File: src/rtl/coloring_recorder.sv
// Pairs each colour sample with the checker's verdict one cycle later, queues accepted colours in a show-ahead FIFO.
// Optional reject counter and overflow flag are built only when `COLOR_REC_STATS_EN is defined.
`timescale 1ns/1ps
module coloring_recorder #(
  parameter int DEPTH = 8,
  parameter int CNTW  = 8
) (
  input  logic                     clk,
  input  logic                     reset,
  input  logic [1:0]               color,
  input  logic                     check,
  input  logic                     rd_en,
  output logic [1:0]               rd_data,
  output logic                     empty,
  output logic                     full,
  output logic [$clog2(DEPTH):0]   count,
  output logic [CNTW-1:0]          rej_cnt,
  output logic                     overflow
);

  localparam int PW = $clog2(DEPTH);
  localparam logic [PW:0] FULL_CNT = (PW+1)'(DEPTH);

  logic [1:0]    color_d_q;
  logic          pend_q;
  logic [PW-1:0] wr_ptr_q, wr_ptr_d;
  logic [PW-1:0] rd_ptr_q, rd_ptr_d;
  logic [PW:0]   count_q, count_d;
  logic [1:0]    mem_q [DEPTH];
  logic          accept, reject, pop, push, drop;

  always_comb begin
    accept   = pend_q & ~check;
    reject   = pend_q & check;
    pop      = rd_en & (count_q != '0);
    // A full FIFO can still take a push when the head leaves on the same edge.
    push     = accept & ((count_q != FULL_CNT) | pop);
    drop     = accept & ~push;
    wr_ptr_d = push ? wr_ptr_q + PW'(1) : wr_ptr_q;
    rd_ptr_d = pop  ? rd_ptr_q + PW'(1) : rd_ptr_q;
    count_d  = count_q;
    case ({push, pop})
      2'b10:   count_d = count_q + (PW+1)'(1);
      2'b01:   count_d = count_q - (PW+1)'(1);
      default: count_d = count_q;
    endcase
  end

  always_ff @(posedge clk or posedge reset) begin
    if (reset) begin
      color_d_q <= 2'b00;
      pend_q    <= 1'b0;
      wr_ptr_q  <= '0;
      rd_ptr_q  <= '0;
      count_q   <= '0;
    end else begin
      color_d_q <= color;
      pend_q    <= 1'b1;
      wr_ptr_q  <= wr_ptr_d;
      rd_ptr_q  <= rd_ptr_d;
      count_q   <= count_d;
    end
  end

  always_ff @(posedge clk) begin
    if (push) mem_q[wr_ptr_q] <= color_d_q;
  end

  assign rd_data = (count_q == '0) ? 2'b00 : mem_q[rd_ptr_q];
  assign empty   = (count_q == '0);
  assign full    = (count_q == FULL_CNT);
  assign count   = count_q;

`ifdef COLOR_REC_STATS_EN
  logic [CNTW-1:0] rej_q, rej_d;
  logic            ovf_q, ovf_d;

  always_comb begin
    rej_d = rej_q;
    if (reject && (rej_q != '1)) rej_d = rej_q + CNTW'(1);
    ovf_d = ovf_q | drop;
  end

  always_ff @(posedge clk or posedge reset) begin
    if (reset) begin
      rej_q <= '0;
      ovf_q <= 1'b0;
    end else begin
      rej_q <= rej_d;
      ovf_q <= ovf_d;
    end
  end

  assign rej_cnt  = rej_q;
  assign overflow = ovf_q;
`else
  logic stats_unused;
  assign stats_unused = reject | drop;
  assign rej_cnt      = '0;
  assign overflow     = 1'b0;
`endif

endmodule

File: config.mk
export PLATFORM = sky130hd
export DESIGN_NAME = coloring_recorder
export DESIGN_NICKNAME = d
export VERILOG_FILES = /design/src/rtl/coloring_recorder.sv
export SDC_FILE = /design/constraint.sdc
export NUM_CORES = 1
export LEC_CHECK = 0
export CORE_UTILIZATION = 52
export DETAILED_ROUTE_END_ITERATION = 16
export HOLD_SLACK_MARGIN = 0.03
export PLACE_DENSITY = 0.83
export SETUP_SLACK_MARGIN = 0.02
export SYNTH_ARGS = -nofsm -noshare
export SYNTH_HDL_FRONTEND = slang
export SYNTH_SLANG_ARGS = --single-unit
File: constraint.sdc
create_clock -name clk -period 3.1 [get_ports clk]
set_input_delay 0.93 -clock clk [delete_from_list [all_inputs] [get_ports clk]]
set_output_delay 0.93 -clock clk [all_outputs]
set_load 0.05 [all_outputs]
* Word-level counts from Yosys, hierarchy flattened *
Memories as Yosys holds them, arrays and structs flattened.
Cells that the tools add are included.

cells by class
  bitwise operators = 5
  equality and inequality tests = 4
  add/subtract/negate cells = 4
  reduce and logical (&&, ||, !) cells = 3
  muxes and demuxes = 4

operators by type and width
  cell                 count
  $pmux 4 s2           1
  $add 3x1->3 const B  2
  $add 4x1->4 const B  1
  $eq 4x4->1 const B   1
  $logic_not 4->1      1
  $ne 4x4->1 const B   1
  $reduce_bool 4->1    1
  $sub 4x1->4 const B  1
  $and 1x1->1          3
  $eq 2x1->1 const B   1
  $eq 2x2->1 const B   1
  $mux 1               2
  $mux 2               1
  $reduce_bool 2->1    1
  $not 1->1            1
  $or 1x1->1           1

storage, ports and cells
  register bits = 13
  input port bits = 6
  bits in writable memories = 16
  memories = 1

memories
  memory  depth  bits a word  rd ports  clocked after memory_dff  write ports  RTL line  text
  mem_q   8      2            1         0                         1            29        logic [1:0] mem_q [DEPTH];

* Depth between registers and ports, before layout *
  word-level depth = 6
  mapped depth = 10
  depth with buffers taken out = 9

* Worst setup path after synthesis *
OpenSTA, ideal clock, no wires.

  path kind = register to output
  start = register count_q[1], in the netlist count[1]
  end = output rd_data[0]
  data required time = 2,170 ps
  stages on the path, launching flop included = 5
  slack = 167 ps
  data arrival time = 2,003 ps
  path buffers = 1
  cell sequence = dfrtp_1 -> buf_6 -> or4_1 -> inv_1 -> nor2_1

on the way
  word-level cells in the longest chain between the ends = 2

ends and longest elaborated chain
  element                 RTL line  text
  start, declared         28        logic [PW:0] count_q, count_d;
  start signal, assigned  61        count_q <= count_d;
  $logic_not 4->1         -
  via empty               14        output logic empty,
  $mux 2                  69        assign rd_data = (count_q == '0) ? 2'b00 : mem_q[rd_ptr_q];
  end, declared           13        output logic [1:0] rd_data,

The timed path passes the listed nets, and every way through them passes these cells.

* Worst setup path after layout *
  start = register rd_ptr_q[1]
  end = output rd_data[1]

on the way
  word-level cells in the longest chain between the ends = 2

ends and longest elaborated chain
  element                 RTL line  text
  start, declared         27        logic [PW-1:0] rd_ptr_q, rd_ptr_d;
  start signal, assigned  60        rd_ptr_q <= rd_ptr_d;
  $mem_v2 8x2             -
  $mux 2                  69

Every way passes these cells.

==> out/metrics.cfg <==
[grt]
grt_pass1_wl_um = 3650
met2_usage = 0.293
grt-ovfl-total = 0
use_met3 = 0.0778
grt_pass1_vias = 801
grt_max_degree = 14
globalRouteTotalUtil = 0.189
grt_antenna_before_repair = 0
top_usage_layer = met2
use_met1 = 0.223

[power_and_ir_drop]
power_frac_seq = 0.384
combPwrFrac = 0.485
internal_power_mw = 0.896
power.total_mw = 1.56
p_leak_nw = 0.657
power_density_mw_per_mm2 = 943
switching_share = 0.424
clock_power_share = 0.131
switchingPower_mw = 0.661
vdd_drop_max_v = 0.000807

[sta]
period_share = 0.943
final.setup.tns_ns = 0
hold_slack_ns = 0.547
fin_ws_ns = 0.177
rsz0062_at_grt = no
hold_viol = 0
period_minus_slack_ns = 2.92
final_max_slew_viol_count = 0
setup_viol = 0
max_freq_mhz = 342
max-slew-margin-rel = 0.605
worst_pin_slew_ns = 0.587
fin_worst_skew_ns = 0.00654

[worst_setup_path]
crit_slowest_cell = mux4_2
path_cells = mux4_2 > mux2i_1 > nor2_1 > dlygate4sd2_1
slowest_delay_ns = 0.54
startpoint_type = flop
crit_type = flop to output pin
cp.arrival_ns = 1.99
cp_max_fo = 6
cp_num_buf_inv = 1
worstSetupEndpointType = output pin
cp.required_ns = 2.17
crit_family = multiplexers

[placement]
numPortBuffers = 13
place_hpwl_um = 1750
dp_cells = 152
dp_slack_ns = 0.0553
gp_congestion = 0.715
dpl_cell_area_mm2 = 0.00160

[clocking]
cts_setup_buffers = 0
numCtsBuffers = 5
clockBufferDepth = 2
cts.sinks = 29
cts_max_level = 2
clockRootBuffer = clkbuf_4
insertion_delay_ns = 0.32
clk_pin_slew_ns = 0.09
cts_hold_buffers = 0
postCtsResizedCells = 2
cts_tree = yes

[layout]
multiInputGateArea_um2 = 559
fin_nets = 140
seq_area_um2 = 806
stdcell_count = 160
area_growth_syn_to_layout_pct = 14.6
n_fill_cell = 188
final_area_mm2 = 0.00165
drive_gt1_frac = 0.200
final_util = 0.648
n_antenna_cell = 0

[logic_synthesis]
synth.avg_cell_area_um2 = 13.7
synth_fa_ha_area_frac = 0.0434
yosysUniqueCellTypes = 36
seq_area_frac_synth = 0.560
synth_top_family_by_area = simple AND/OR/NAND/NOR gates
syn_inst = 105
ys.warnings.count = 0
muxShareOfSynthArea = 0.107
synth-seq-cells = 29
synth_xor_xnor_area_share = 0.0426
synth-main-ff-cell = edfxtp_1
syn_area_mm2 = 0.00144
synth_compound_area_frac = 0.0487
synth-simple-area-share = 0.121
async_flop_share = 0.448
synth_edf_count = 16

[min_path]
holdCritPathClass = flop to flop

[routing]
vias = 862
route.antenna.remaining_nets = 0
firstDrtPassIters = 4
drt_iter0_markers = 16
drt_wl_total_um = 2250
wl_per_cell_um = 14.0
viasPerCell = 5.39
drt_drc_violations_left = 0

[run]
max_cap_violations = 0

[die]
dieArea_mm2 = 0.00298
core_area_mm2 = 0.00254
die_x_um = 54.6
die_h_um = 54.6
initial_core_util = 0.566
io-pin-count = 23
placementRows = 18

[status]
status = finished clean

-- synth_stat cells (2+ instances only) --
| cell | number | share of area |
|---|---|---|
| or4_1 | 2 | 0.010 |
| mux2_2 | 2 | 0.016 |
| nor3_1 | 4 | 0.014 |
| inv_1 | 6 | 0.016 |
| conb_1 | 2 | 0.0052 |
| edfxtp_1 | 16 | 0.33 |
| mux4_2 | 4 | 0.063 |
| nor2b_1 | 2 | 0.0087 |
| nand3_1 | 2 | 0.0070 |
| dfrtp_1 | 13 | 0.23 |
| nor4_1 | 4 | 0.017 |
| nand3b_1 | 3 | 0.016 |
| xnor2_1 | 6 | 0.036 |
| ha_1 | 5 | 0.043 |
| nor2_1 | 3 | 0.0078 |
| buf_4 | 9 | 0.047 |
| mux2i_1 | 3 | 0.021 |
-- area by class of cell --
class / instances / area share
clock buffers: 5 / 0.0227
clock inverters: 3 / 0.00758
inverters: 6 / 0.0136
multi-input cells: 67 / 0.339
flip-flops and latches: 29 / 0.488
well taps: 30 / 0.0227
repair buffers: 20 / 0.106
-- metal layers --
layer | share of wire | vias up | routed length (um)
met3 | 0.044 | 6 | 98
met1 | 0.45 | 413 | 1010
met2 | 0.49 | 24 | 1090
met5 | 0 | - | 0
li1 | - | 419 | -
met4 | 0.019 | 0 | 42
-- state kept, by name (all words and copies together), names as in the netlist --
register and cells:
pend_q 1, count 4, color_d_q 2, wr_ptr_q 3, rd_ptr_q 3, mem_q 16
-- path summary, 6_finish.rpt --
check / start / endpoint / slack, ns / cells past startpoint
min in group asynchronous: reset / count[3] / 0.92 / 2
worst min-delay path: wr_ptr_q[2] / wr_ptr_q[2] / 0.55 / 1
worst max register to register: count[0] / count[3] / 0.35 / 7
worst min register to register: wr_ptr_q[2] / wr_ptr_q[2] / 0.55 / 1
worst max-delay path: rd_ptr_q[1] / rd_data[1] / 0.18 / 4
max in group asynchronous: reset / rd_ptr_q[2] / 1.84 / 2
-- placed cells by master (no fill, tap or decap) --
master and n:
clkdlybuf4s50_1 9, a21oi_1 1, nand3b_1 3, nand2_1 1
mux2_2 2, buf_4 9, xor2_1 1, nor4_1 4
o41ai_1 1, nor2b_1 2, or3b_2 1, a2111oi_0 1
ha_1 5, or4_1 2, o221ai_1 1, mux2i_1 3
nor2_1 3, or4b_4 1, nor2_2 1, or4b_2 1
nand2b_1 1, o21ai_4 1, clkbuf_4 5, mux4_2 4
or3b_1 1, dlygate4sd2_1 2, clkinv_2 1, nand3_1 2
o21a_1 1, mux2_1 1, inv_1 6, nor3_1 4
dfrtp_1 13, edfxtp_1 16, o211ai_1 1, clkinv_1 2
conb_1 10, xnor2_1 6, a21o_1 1
-- kinds of logic (layout without fill, tap and decap cells) --
| logic type | count (synthesis) | after routing |
|---|---|---|
| multiplexers | 10 | 10 |
| adder cells (fa/ha/maj) | 5 | 5 |
| AO/OA/AOI/OAI | 8 | 8 |
| flip-flops | 29 | 29 |
| AND/OR/NAND/NOR | 27 | 27 |
| buffers and inverters | 17 | 34 |
| other | 2 | 10 |
| XOR/XNOR | 7 | 7 |
-- power groups by stage --
stage | combinational (mW) | sequential [mW] | clock, mW
after floorplan | 0.475 | 0.693 | 0
after detailed placement | 0.775 | 0.609 | 0
final | 0.755 | 0.597 | 0.204
after global routing | 0.813 | 0.613 | 0.226
after global placement | 0.756 | 0.597 | 0
after CTS | 0.761 | 0.601 | 0.210
Note: power is estimated with default switching activity, not from simulation.
